**src/rtl/mult_unit.sv**
```systemverilog
// Sequential shift-and-add multiplier: signed/unsigned/mixed operands, full 2*WIDTH-bit product.
// Latency: out_valid rises WIDTH+1 cycles after the acceptance edge (MULT_EARLY_TERM_EN: fewer when |b| is small).
// Backpressure: in_ready only in IDLE; the result is held in DONE until out_ready; flush aborts CALC or DONE.
//
// Optional feature macro: MULT_EARLY_TERM_EN -- leave CALC once the remaining multiplier bits are all zero.
//
// Ports:
//   clk, rst_n            clock, synchronous active-low reset
//   op[1:0]               10 s*s, 01 u*u, 11 s(a)*u(b), 00 invalid (consumed, no result)
//   a, b [WIDTH-1:0]      operands, sampled only on the acceptance edge
//   in_valid / in_ready   request handshake
//   flush                 abort any in-flight operation; blocks acceptance in IDLE
//   c [2*WIDTH-1:0]       product, holds its last value until the next result is loaded
//   out_valid / out_ready result handshake
//   busy                  high whenever the FSM is not IDLE
module mult_unit #(
    parameter int WIDTH = 32
) (
    input  logic                 clk,
    input  logic                 rst_n,
    input  logic [1:0]           op,
    input  logic [WIDTH-1:0]     a,
    input  logic [WIDTH-1:0]     b,
    input  logic                 in_valid,
    output logic                 in_ready,
    input  logic                 flush,
    output logic [2*WIDTH-1:0]   c,
    output logic                 out_valid,
    input  logic                 out_ready,
    output logic                 busy
);

    localparam int CW = $clog2(WIDTH + 1);

    typedef enum logic [1:0] {
        IDLE = 2'd0,
        CALC = 2'd1,
        DONE = 2'd2
    } state_t;

    state_t               state_q, state_d;
    logic [CW-1:0]        cnt_q, cnt_d;
    logic [2*WIDTH-1:0]   acc_q, acc_d;
    logic [2*WIDTH-1:0]   mcand_q, mcand_d;
    logic [WIDTH-1:0]     mplier_q, mplier_d;
    logic                 sign_q, sign_d;
    logic [2*WIDTH-1:0]   c_q, c_d;

    logic                 accept;
    logic                 a_neg, b_neg;
    logic [WIDTH-1:0]     a_mag, b_mag;
    logic                 calc_last;

    // a is signed for op 10 and 11, b only for op 10. The W-bit negation of
    // the most-negative value yields 2^(W-1), which is the correct unsigned
    // magnitude, so no extra bit is needed.
    assign a_neg  = op[1] & a[WIDTH-1];
    assign b_neg  = (op == 2'b10) & b[WIDTH-1];
    assign a_mag  = a_neg ? -a : a;
    assign b_mag  = b_neg ? -b : b;
    assign accept = (state_q == IDLE) & in_valid & ~flush;

    // calc_last marks the extra CALC cycle that only finalises the product.
`ifdef MULT_EARLY_TERM_EN
    // cnt_q != 0 enforces at least one shift-and-add cycle.
    assign calc_last = (cnt_q == CW'(WIDTH)) || ((cnt_q != '0) && (mplier_q == '0));
`else
    assign calc_last = (cnt_q == CW'(WIDTH));
`endif

    always_comb begin
        state_d  = state_q;
        cnt_d    = cnt_q;
        acc_d    = acc_q;
        mcand_d  = mcand_q;
        mplier_d = mplier_q;
        sign_d   = sign_q;
        c_d      = c_q;
        case (state_q)
            IDLE: begin
                // op 00 is consumed by the handshake but starts nothing.
                if (accept && (op != 2'b00)) begin
                    acc_d    = '0;
                    cnt_d    = '0;
                    mcand_d  = {{WIDTH{1'b0}}, a_mag};
                    mplier_d = b_mag;
                    sign_d   = a_neg ^ b_neg;
                    state_d  = CALC;
                end
            end
            CALC: begin
                if (flush) begin
                    state_d = IDLE;
                end else if (calc_last) begin
                    c_d     = sign_q ? -acc_q : acc_q;
                    state_d = DONE;
                end else begin
                    if (mplier_q[0]) begin
                        acc_d = acc_q + mcand_q;
                    end
                    mcand_d  = mcand_q << 1;
                    mplier_d = mplier_q >> 1;
                    cnt_d    = cnt_q + CW'(1);
                end
            end
            DONE: begin
                if (flush || out_ready) begin
                    state_d = IDLE;
                end
            end
            default: state_d = IDLE;
        endcase
    end

    always_ff @(posedge clk) begin
        if (!rst_n) begin
            state_q  <= IDLE;
            cnt_q    <= '0;
            acc_q    <= '0;
            mcand_q  <= '0;
            mplier_q <= '0;
            sign_q   <= 1'b0;
            c_q      <= '0;
        end else begin
            state_q  <= state_d;
            cnt_q    <= cnt_d;
            acc_q    <= acc_d;
            mcand_q  <= mcand_d;
            mplier_q <= mplier_d;
            sign_q   <= sign_d;
            c_q      <= c_d;
        end
    end

    assign c         = c_q;
    assign in_ready  = (state_q == IDLE);
    assign out_valid = (state_q == DONE);
    assign busy      = (state_q != IDLE);

endmodule

```
**config.mk**
```make
export PLATFORM = sky130hd
export DESIGN_NAME = mult_unit
export DESIGN_NICKNAME = d
export VERILOG_FILES = /design/src/rtl/mult_unit.sv
export SDC_FILE = /design/constraint.sdc
export NUM_CORES = 1
export LEC_CHECK = 0
export ABC_AREA = 1
export BUFFER_PORTS_ARGS = -buffer_cell sky130_fd_sc_hd__buf_2
export CORE_ASPECT_RATIO = 0.9
export CORE_MARGIN = 5
export CORE_UTILIZATION = 30
export DETAILED_ROUTE_END_ITERATION = 6
export SYNTH_ARGS = -nofsm -noshare
export SYNTH_HDL_FRONTEND = slang
export SYNTH_SLANG_ARGS = --single-unit
```
**constraint.sdc**
```tcl
create_clock -name clk -period 4.5 [get_ports clk]
set_input_delay 0.45 -clock clk [delete_from_list [all_inputs] [get_ports clk]]
set_output_delay 0.45 -clock clk [all_outputs]
set_load 0.05 [all_outputs]
```
==> impl_results.md, run 1 <==
- Worst path max stage delay: 0.56 ns
- Most instantiated cells after synthesis: 1000 x nand2_1, 502 x inv_1, 323 x nor2_1, 292 x a21oi_1, 233 x dfxtp_1
- GR Overflow Total: 0
- Top routing layer used: met4
- Num ports: 138
- Area of placed instances: 19500 um2
- FFs w/ async S/R, synth: 0%
- Routed vias: 20200
- Design Area, Final: 20500 um2
- Status: complete, no violations
- Clk_lat worst skew: 0.60 ns
- Number of global-route vias before repair: 18100
- R2r setup slk: 1.02 ns
- CP max stage cell: inv_2
- Slew of the pin with the lowest slew margin: 0.958 ns
- Yosys warns: 0
- Syn nets: 3354
- Die height: 244 um
- Reg clk slew, reported paths: 0.06 ns
- Maxcap violations: 0
- Final Skew: 0.0346 ns
- Worst path cell trace: inv_1, ha_1, nand3_1, nand2_4, inv_4, nand2_2, nand2_2, inv_2, buf_4, nand2_1, a21oi_1
- GPL Wtd Cong: 0.975
- Critical path type: reg -> reg
- Count of cell types in the netlist: 44
- Starting Density: 30.4%
- Site row count: 85
- IO Port Bufs: 137
- Antenna viol nets, final: 0
- Met1 Wirelength: 30500 um
- Tcrit/Tclk final: 77.3%
- Main synth FF type: dfxtp_1
- Unrepaired setup endpoints after global routing: no
- PD cells: 254 nW/um2
- Worst VDD drop: 293 uV
- Fin. max-slew vios: 0
- Syn Std Cell Area: 18200 um2
- Worst Path Max Fanout: 34
- DP HPWL: 50500 um
- Drt drc: 0
- Die area: 65800 um2
- Layout cells sized above 1: 7.09%
- Total track usage: 18.8%
- CTS Root Cell: clkbuf_16
- CTS tree: built
- Hold_buf cts: 0
- WP depth: 11
- Initial antenna violation count: 0
- CTS resizes: 0
- CTS Buf Count: 29
- Vias/cell: 4.93
- H-tree levels: 1
- WL met2: 28100 um
- Worst Setup End Kind: register
- Area delta synth->final: 12.6%
- Crit path DAT: 3.98 ns
- Post-Route WL: 64500 um
- CP Launch Type: register
- F_max: 0.287 GHz
- Routed WL per cell: 15.7 um
- Setup Fix Bufs, Post-CTS: 0
- Worst slew margin: 36.1%
- Diode count: 0
- DIE WIDTH: 270 um
- Top Family by Delay on Critical Path: buffers and inverters
- Tightest Hold Check Type: in -> reg
- Global-route wire length before repair: 101000 um
- Register area share after synthesis: 25.6%
- Number of synthesized flops with an enable pin: 0
- Clock tree buffer depth: 3
- Fin nets: 3435
- Reg2Reg Depth: 11
- Synthesized instance count: 3214
- Core area: 60000 um2
- Core Util, Final: 34.2%
- Filler cell count: 6797
- First-pass detailed-route iteration total: 5
- Tmin final: 3.48 ns
- Worst Path Required: 5.01 ns
- Top-area cell type share of the netlist area: 25.6%
- Yosys reg bits: 233
- Worst hold stages: 3
- Synth area leader: dfxtp_1
- Met3 Routed Length: 4440 um
- Leakage power: 10.8 nW
- Synth top area cells: dfxtp_1 26%, nand2_1 21%, inv_1 10%, a21oi_1 8.0%, nor2_1 6.7%
- Largest net degree at the start of global routing: 79
- Setup tns final: 0 ns
- WP buf/inv: 4
- Crit-path most repeated cell: nand2_2
- Starting DRT DRC Count: 1634
- Count of final hold-check violations: 0
- Most frequent cell after synthesis: nand2_1
- CTS sink cnt: 233
- Synthesized area per cell: 5.67 um2
- Setup-failing EPs final: 0
## report_power, final
group          switching, mW  internal (mW)  total (mW)  leakage [nW]
combinational          0.471          0.210       0.681          8.42
sequential            0.0544           2.12        2.18          1.89
clock                  0.982           1.38        2.36         0.461
## through the flow
step | power [mW] | hold WS [ns] | setup slack [ns] | cells
after global placement | 2.90 | 0.453 | 1.18 | 4047
after detailed placement | 2.90 | 0.459 | 1.09 | 4047
after global routing | 5.44 | 0.179 | 0.725 | 4099
final | 5.22 | 0.163 | 1.02 | 4099
after floorplan | 2.66 | 0.442 | 2.40 | 3214
after CTS | 5.26 | 0.143 | 1.06 | 4099
## layout make-up
type / instances / area (um2) / share of cell area [%]
inverters: 509 / 1920 / 9.34
well taps: 783 / 980 / 4.78
repair buffers: 150 / 783 / 3.82
multi-input cells: 2372 / 11200 / 54.6
flip-flops and latches: 233 / 4670 / 22.7
clock buffers: 41 / 851 / 4.15
clock inverters: 11 / 115 / 0.561
## sequential cells by signal, summed over array words and instances (netlist names)
signal    count
sign_q        1
mplier_q     32
cnt_q         6
mcand_q      64
acc_q        64
c            64
state_q       2
## layer usage
layer | GRT usage (%) | vias up
met2 | 30.3 | 605
met4 | 3.83 | 0
met1 | 27.0 | 9123
met3 | 2.55 | 93
li1 | - | 10400
met5 | 0 | -
## worst register-to-register path: cells and delay by family (launching register included)
kind / cells / cell delay, ns
DFF: 1 / 0.32
AOI/OAI and AO/OA: 1 / 0.18
adders and majority gates: 1 / 0.15
buffers and inverters: 4 / 1.43
and+or+nand+nor: 5 / 1.33
## placed cells by master, fill, tap and decap left out, types with 29 or more instances in the layout
cell type,instances
clkbuf_16,29
nand4_1,42
nor2_1,323
dfxtp_1,232
a21oi_1,292
xor2_1,42
o21ai_0,224
inv_1,502
nand2_1,1000
nor3_1,50
nand3_1,214
buf_2,137
ha_1,68
## cells by family after synthesis
| family | Yosys count | synth area share [%] |
|---|---|---|
| AOI/OAI and AO/OA | 574 | 16.4 |
| xor gates and xnor gates | 48 | 2.31 |
| adders and majority gates | 69 | 4.78 |
| buffers and inverters | 609 | 12.9 |
| DFF | 233 | 25.6 |
| and+or+nand+nor | 1681 | 38.0 |
## final timing paths
path,from,end
setup / recovery,cnt_q[0]$_SDFFE_PN0P_,acc_q[8]$_SDFFE_PN0P_
hold / removal,b[0],mplier_q[0]$_SDFFE_PN0P_
setup reg to reg,cnt_q[0]$_SDFFE_PN0P_,acc_q[8]$_SDFFE_PN0P_
hold reg to reg,mcand_q[55]$_SDFFE_PN0P_,mcand_q[56]$_SDFFE_PN0P_
Power figures use the tool's default switching activity.
==> run 2: changes to the inputs <==
clock period = 3.5 ns   (was 4.5 ns; I/O delays follow)
==> impl_results.md, run 2 (synthesis results as in run 1) <==
- Status: complete, no violations (unchanged)
- Starting DRT DRC Count: 1682 (was 1634)
- Tmin final: 2.68 ns (was 3.48 ns)
- Critical R2R Launch: cnt_q[0]$_SDFFE_PN0P_ (unchanged)
- Critical path type: reg -> reg (unchanged)
- CTS resizes: 0 (unchanged)
- Crit path DAT: 3.17 ns (was 3.98 ns)
- First-pass detailed-route iteration total: 5 (unchanged)
- Clock tree buffer depth: 3 (unchanged)
- IO Port Bufs: 137 (unchanged)
- Tightest Hold Check Type: in -> reg (unchanged)
- Sequential Power Share: 39.7% (was 41.7%)
- Setup-failing EPs final: 0 (unchanged)
- Internal power: 5.10 mW (was 3.71 mW)
- CTS sink cnt: 233 (unchanged)
- Placed Cells: 4062 (was 4047)
- Unrepaired setup endpoints after global routing: no (unchanged)
- Sw Ratio: 27.7% (was 28.9%)
- Routed WL per cell: 16.1 um (was 15.7 um)
- Antenna viol nets, final: 0 (unchanged)
- F_max: 0.374 GHz (was 0.287 GHz)
- Post-Route WL: 66000 um (was 64500 um)
- Site row count: 85 (unchanged)
- Setup tns final: 0 ns (unchanged)
- Worst Path Max Fanout: 32 (was 34)
- Placement Setup Slack: 0.887 ns (was 1.09 ns)
- Commonest non-fill, non-tap cell in the layout: nand2_1 (unchanged)
- Worst Setup End Kind: register (unchanged)
- GPL Wtd Cong: 0.965 (was 0.975)
- Vias/cell: 4.89 (was 4.93)
- Hold_buf cts: 0 (unchanged)
- DIE WIDTH: 270 um (unchanged)
- CTS Buf Count: 29 (unchanged)
- Drt drc: 0 (unchanged)
- Slew of the pin with the lowest slew margin: 1.00 ns (was 0.958 ns)
- WHS: 0.0692 ns (was 0.163 ns)
- Hold Crit Start: b[0] (unchanged)
- Reg2Reg Depth: 10 (was 11)
- Hold Path End: mplier_q[0]$_SDFFE_PN0P_ (unchanged)
- Starting Density: 30.4% (unchanged)
- Worst VDD drop: 371 uV (was 293 uV)
- Filler cell count: 6825 (was 6797)
- CP Launch Type: register (unchanged)
- H-tree levels: 1 (unchanged)
- Count of final hold-check violations: 0 (unchanged)
- GR Overflow Total: 0 (unchanged)
- R2r setup slk: 0.82 ns (was 1.02 ns)
- Leakage power: 10.9 nW (was 10.8 nW)
- Largest net degree at the start of global routing: 101 (was 79)
- Fin. max-slew vios: 0 (unchanged)
- Number of global-route vias before repair: 18200 (was 18100)
- CTS Root Cell: clkbuf_16 (unchanged)
- Core area: 60000 um2 (unchanged)
- Worst Path Required: 4.00 ns (was 5.01 ns)
- Clock group share of total power: 47.8% (was 45.2%)
- Diode count: 0 (unchanged)
- Layout cells sized above 1: 7.48% (was 7.09%)
- Tcrit/Tclk final: 76.5% (was 77.3%)
- Non-Filler Instances: 4112 (was 4099)
- Total track usage: 19.2% (was 18.8%)
- DP HPWL: 52400 um (was 50500 um)
- Combinational power share: 12.5% (was 13.1%)
- Die area: 65800 um2 (unchanged)
- PD cells: 340 nW/um2 (was 254 nW/um2)
- R2R Path End: acc_q[28]$_SDFFE_PN0P_ (was acc_q[8]$_SDFFE_PN0P_)
- Num ports: 138 (unchanged)
- Maxcap violations: 0 (unchanged)
- Worst hold stages: 3 (unchanged)
- Area delta synth->final: 13.9% (was 12.6%)
- Switch Pwr: 1.96 mW (was 1.51 mW)
- Post-route setup slack: 0.824 ns (was 1.02 ns)
- Setup Fix Bufs, Post-CTS: 0 (unchanged)
- Worst slew margin: 33.3% (was 36.1%)
- Routed vias: 20100 (was 20200)
- CTS tree: built (unchanged)
- Initial antenna violation count: 0 (unchanged)
- Core Util, Final: 34.6% (was 34.2%)
- Fin nets: 3450 (was 3435)
- Global-route wire length before repair: 103000 um (was 101000 um)
- Reg clk slew, reported paths: 0.06 ns (about the same)
- Final Skew: 0.0214 ns (was 0.0346 ns)
- Most frequent cells in the layout: 1000 x nand2_1, 502 x inv_1, 323 x nor2_1 (unchanged)
- Clk_lat worst skew: 0.59 ns (was 0.60 ns)
- Die height: 244 um (unchanged)
## run 2: cell count changes in the layout (fill, tap and decap cells not counted), sizes merged
cell	before	now
buf	150	165
bufinv	1	7
clkbuf	41	35
clkinv	3	5
clkinvlp	5	2
inv	511	510
## run 2: per-layer routing
layer | wire [um] | global-route usage (%) | share of wire [%] | up-vias
li1 | - | - | - | 10400
met3 | 4260 | 2.96 | 6.5 | 85
met4 | 1740 | 4.45 | 2.6 | 0
met5 | 0 | 0 | 0 | -
met1 | 31900 | 27.8 | 48 | 9010
met2 | 28100 | 30.2 | 43 | 562
## run 2: through the flow
| stage | power [mW] | instance area [um2] |
|---|---|---|
| 2_1_floorplan | 3.42 | 18200 |
| 3_3_place_gp | 3.74 | 19700 |
| 3_5_place_dp | 3.74 | 19700 |
| 4_1_cts | 7.12 | 20800 |
| 5_1_grt | 7.35 | 20800 |
| 6_report | 7.06 | 20800 |
## run 2: worst max path at each step
stage | start | endpoint | cells after the start
floorplan | state_q[1]$_SDFFE_PN0P_ | acc_q[2]$_SDFFE_PN0P_ | 7
global placement | cnt_q[0]$_SDFFE_PN0P_ | acc_q[28]$_SDFFE_PN0P_ | 10
detailed placement | cnt_q[0]$_SDFFE_PN0P_ | acc_q[28]$_SDFFE_PN0P_ | 10
CTS | cnt_q[0]$_SDFFE_PN0P_ | acc_q[28]$_SDFFE_PN0P_ | 10
global route | cnt_q[0]$_SDFFE_PN0P_ | cnt_q[1]$_SDFFE_PN0P_ | 10
finish | cnt_q[0]$_SDFFE_PN0P_ | acc_q[28]$_SDFFE_PN0P_ | 10
## run 2: cell type report
cell class	instances	area (um2)	share of cell area [%]
multi-input cells	2372	11200	54.0
flip-flops and latches	233	4670	22.5
inverters	509	1920	9.23
well taps	783	980	4.72
repair buffers	165	933	4.50
clock buffers	35	778	3.75
clock inverters	15	278	1.34
## run 2: power by group through the flow
| stage | Combinational (mW) | Clock [mW] | Sequential [mW] |
|---|---|---|---|
| floorplan | 0.604 | 0 | 2.82 |
| global placement | 0.884 | 0 | 2.86 |
| detailed placement | 0.883 | 0 | 2.86 |
| CTS | 0.886 | 3.43 | 2.80 |
| global route | 0.999 | 3.55 | 2.81 |
| finish | 0.885 | 3.37 | 2.80 |
## run 2: worst max-delay path, stage by stage, from the launching register on
cell and delay [ns]:
dfxtp_1 0.35, inv_1 0.08, ha_1 0.19, nand3_1 0.19
nand2_4 0.20, inv_4 0.32, nand2_2 0.14, inv_2 0.57
buf_4 0.31, nand3_1 0.10, a21oi_1 0.12
==> run 3: changes to the inputs <==
clock period = 2.7 ns   (was 3.5 ns; I/O delays follow)
==> impl_results.md, run 3 (synthesis results as in run 1) <==
- Diode count: 0 (unchanged)
- CTS Root Cell: clkbuf_16 (unchanged)
- Top routing layer used: met4 (unchanged)
- Die area: 65800 um2 (unchanged)
- Worst Path Required: 3.18 ns (was 4.00 ns)
- Setup Fix Bufs, Post-CTS: 0 (unchanged)
- Placement Setup Slack: 0.327 ns (was 0.887 ns)
- H-tree levels: 1 (unchanged)
- Area delta synth->final: 15.7% (was 13.9%)
- Starting DRT DRC Count: 2090 (was 1682)
- Worst slew margin: 44.8% (was 33.3%)
- Routed WL per cell: 16.1 um (about the same)
- Setup tns final: 0 ns (unchanged)
- DIE WIDTH: 270 um (unchanged)
- Worst VDD drop: 463 uV (was 371 uV)
- Top Family by Delay on Critical Path: simple AND/OR/NAND/NOR gates (was buffers and inverters)
- Tcrit/Tclk final: 90.8% (was 76.5%)
- Global-route wire length before repair: 104000 um (was 103000 um)
- Unrepaired setup endpoints after global routing: no (unchanged)
- Filler cell count: 6780 (was 6825)
- First-pass detailed-route iteration total: 6 (was 5)
- Maxcap violations: 0 (unchanged)
- Met1 Wirelength: 32000 um (was 31900 um)
- Post-route setup slack: 0.248 ns (was 0.824 ns)
- GR Overflow Total: 0 (unchanged)
- Critical path type: reg -> reg (unchanged)
- Num ports: 138 (unchanged)
- IO Port Bufs: 137 (unchanged)
- Non-Filler Instances: 4152 (was 4112)
- Commonest non-fill, non-tap cell in the layout: nand2_1 (unchanged)
- Layout cells sized above 1: 8.34% (was 7.48%)
- Drt drc: 0 (unchanged)
- Worst Path Max Fanout: 5 (was 32)
- PD cells: 429 nW/um2 (was 340 nW/um2)
- Worst Setup End Kind: register (unchanged)
- Fin nets: 3490 (was 3450)
- Clk_lat worst skew: 0.58 ns (was 0.59 ns)
- Site row count: 85 (unchanged)
- CTS sink cnt: 233 (unchanged)
- Fin. max-slew vios: 0 (unchanged)
- Vias/cell: 4.90 (was 4.89)
- Met3 Routed Length: 5240 um (was 4260 um)
- Clock tree buffer depth: 3 (unchanged)
- Worst path max stage delay: 0.34 ns (was 0.57 ns)
- Reg clk slew, reported paths: 0.06 ns (about the same)
- Largest net degree at the start of global routing: 113 (was 101)
- CP Launch Type: register (unchanged)
- Count of final hold-check violations: 0 (unchanged)
- Crit path DAT: 2.93 ns (was 3.17 ns)
- Most frequent cells in the layout: 1000 x nand2_1, 502 x inv_1, 323 x nor2_1 (unchanged)
- CTS Buf Count: 29 (unchanged)
- Status: complete, no violations (unchanged)
- Antenna viol nets, final: 0 (unchanged)
- Slew of the pin with the lowest slew margin: 0.827 ns (was 1.00 ns)
- Post-Route WL: 66800 um (was 66000 um)
- Setup-failing EPs final: 0 (unchanged)
- F_max: 0.408 GHz (was 0.374 GHz)
- Leakage power: 11.1 nW (was 10.9 nW)
- DP HPWL: 52800 um (was 52400 um)
- Final Skew: 0.0161 ns (was 0.0214 ns)
- Placed Cells: 4096 (was 4062)
- CP max stage cell: dfxtp_1 (was inv_2)
- Die height: 244 um (unchanged)
- Worst path cell trace: inv_1, ha_1, nand3_2, nor2_2, nand3_1, nor2_1, nand3_1, nand2_1, o21ai_1, a21oi_1, o21ai_0, nand2_1, inv_1 (was inv_1, ha_1, nand3_1, nand2_4, inv_4, nand2_2, inv_2, buf_4, nand3_1, a21oi_1)
- Tightest Hold Check Type: in -> reg (unchanged)
- Routed vias: 20400 (was 20100)
- Core area: 60000 um2 (unchanged)
- WP buf/inv: 2 (was 4)
- Starting Density: 30.4% (unchanged)
- Tmin final: 2.45 ns (was 2.68 ns)
- Total track usage: 19.4% (was 19.2%)
- Initial antenna violation count: 0 (unchanged)
- WL met2: 27800 um (was 28100 um)
- GPL Wtd Cong: 0.974 (was 0.965)
- Number of global-route vias before repair: 18300 (was 18200)
- CTS tree: built (unchanged)
[run 3: changes by cell type in the layout (fill, tap and decap cells not counted), sizes merged]
cell | previous run | this run
buf | 165 | 199
dlygate4sd3 | 0 | 6
clkbuf | 35 | 40
clkinv | 5 | 3
clkinvlp | 2 | 1
bufinv | 7 | 5
[run 3: cell type report]
type,instances,area (um2),share of cell area [%]
flip-flops and latches,233,4670,22.1
repair buffers,205,1290,6.10
multi-input cells,2372,11200,53.2
inverters,509,1920,9.09
clock buffers,40,817,3.88
well taps,783,980,4.65
clock inverters,10,196,0.932
[run 3: worst min-delay path, cell delays in order]
cell,delay [ns]
buf_2,0.10
nand2_1,0.05
nand3_1,0.08
a21oi_1,0.06
[run 3: metrics by stage]
stage	utilization (%)	power [mW]	cell area [um2]	hold WS, ns
after CTS	35.1	9.12	21100	0.00581
after floorplan	-	4.44	18200	0.426
final	35.1	9.03	21100	0.0349
after detailed placement	33.3	4.87	20000	0.461
after global routing	35.1	9.40	21100	0.0322
after global placement	33.3	4.86	20000	0.455
[run 3: per-layer routing]
layer / vias to the layer above / global-route usage [%]
li1: 10500 / -
met1: 9085 / 28.1
met2: 670 / 29.8
met3: 94 / 3.63
met4: 0 / 4.66
met5: - / 0
[run 3: path summary, 6_finish.rpt]
kind | depth (start not counted) | from | to | slack [ns]
setup / recovery | 13 | acc_q[1]$_SDFFE_PN0P_ | c[40]$_SDFFE_PN0P_ | 0.25
hold / removal | 4 | b[18] | mplier_q[18]$_SDFFE_PN0P_ | 0.03
setup reg to reg | 13 | acc_q[1]$_SDFFE_PN0P_ | c[40]$_SDFFE_PN0P_ | 0.25
hold reg to reg | 2 | mplier_q[31]$_SDFFE_PN0P_ | mplier_q[31]$_SDFFE_PN0P_ | 0.47
[run 3: repair_timing]
item,in CTS,in global routing
hold buffers,6,0
setup endpoints to repair,0,1
gates resized for setup,0,1
endpoints found under the hold margin,7,0
[run 3: report_power, final]
| group | internal [mW] | leakage (nW) | switching (mW) |
|---|---|---|---|
| sequential | 3.54 | 1.89 | 0.0828 |
| combinational | 0.384 | 8.73 | 0.807 |
| clock | 2.58 | 0.493 | 1.64 |
| total | 6.51 | 11.1 | 2.53 |
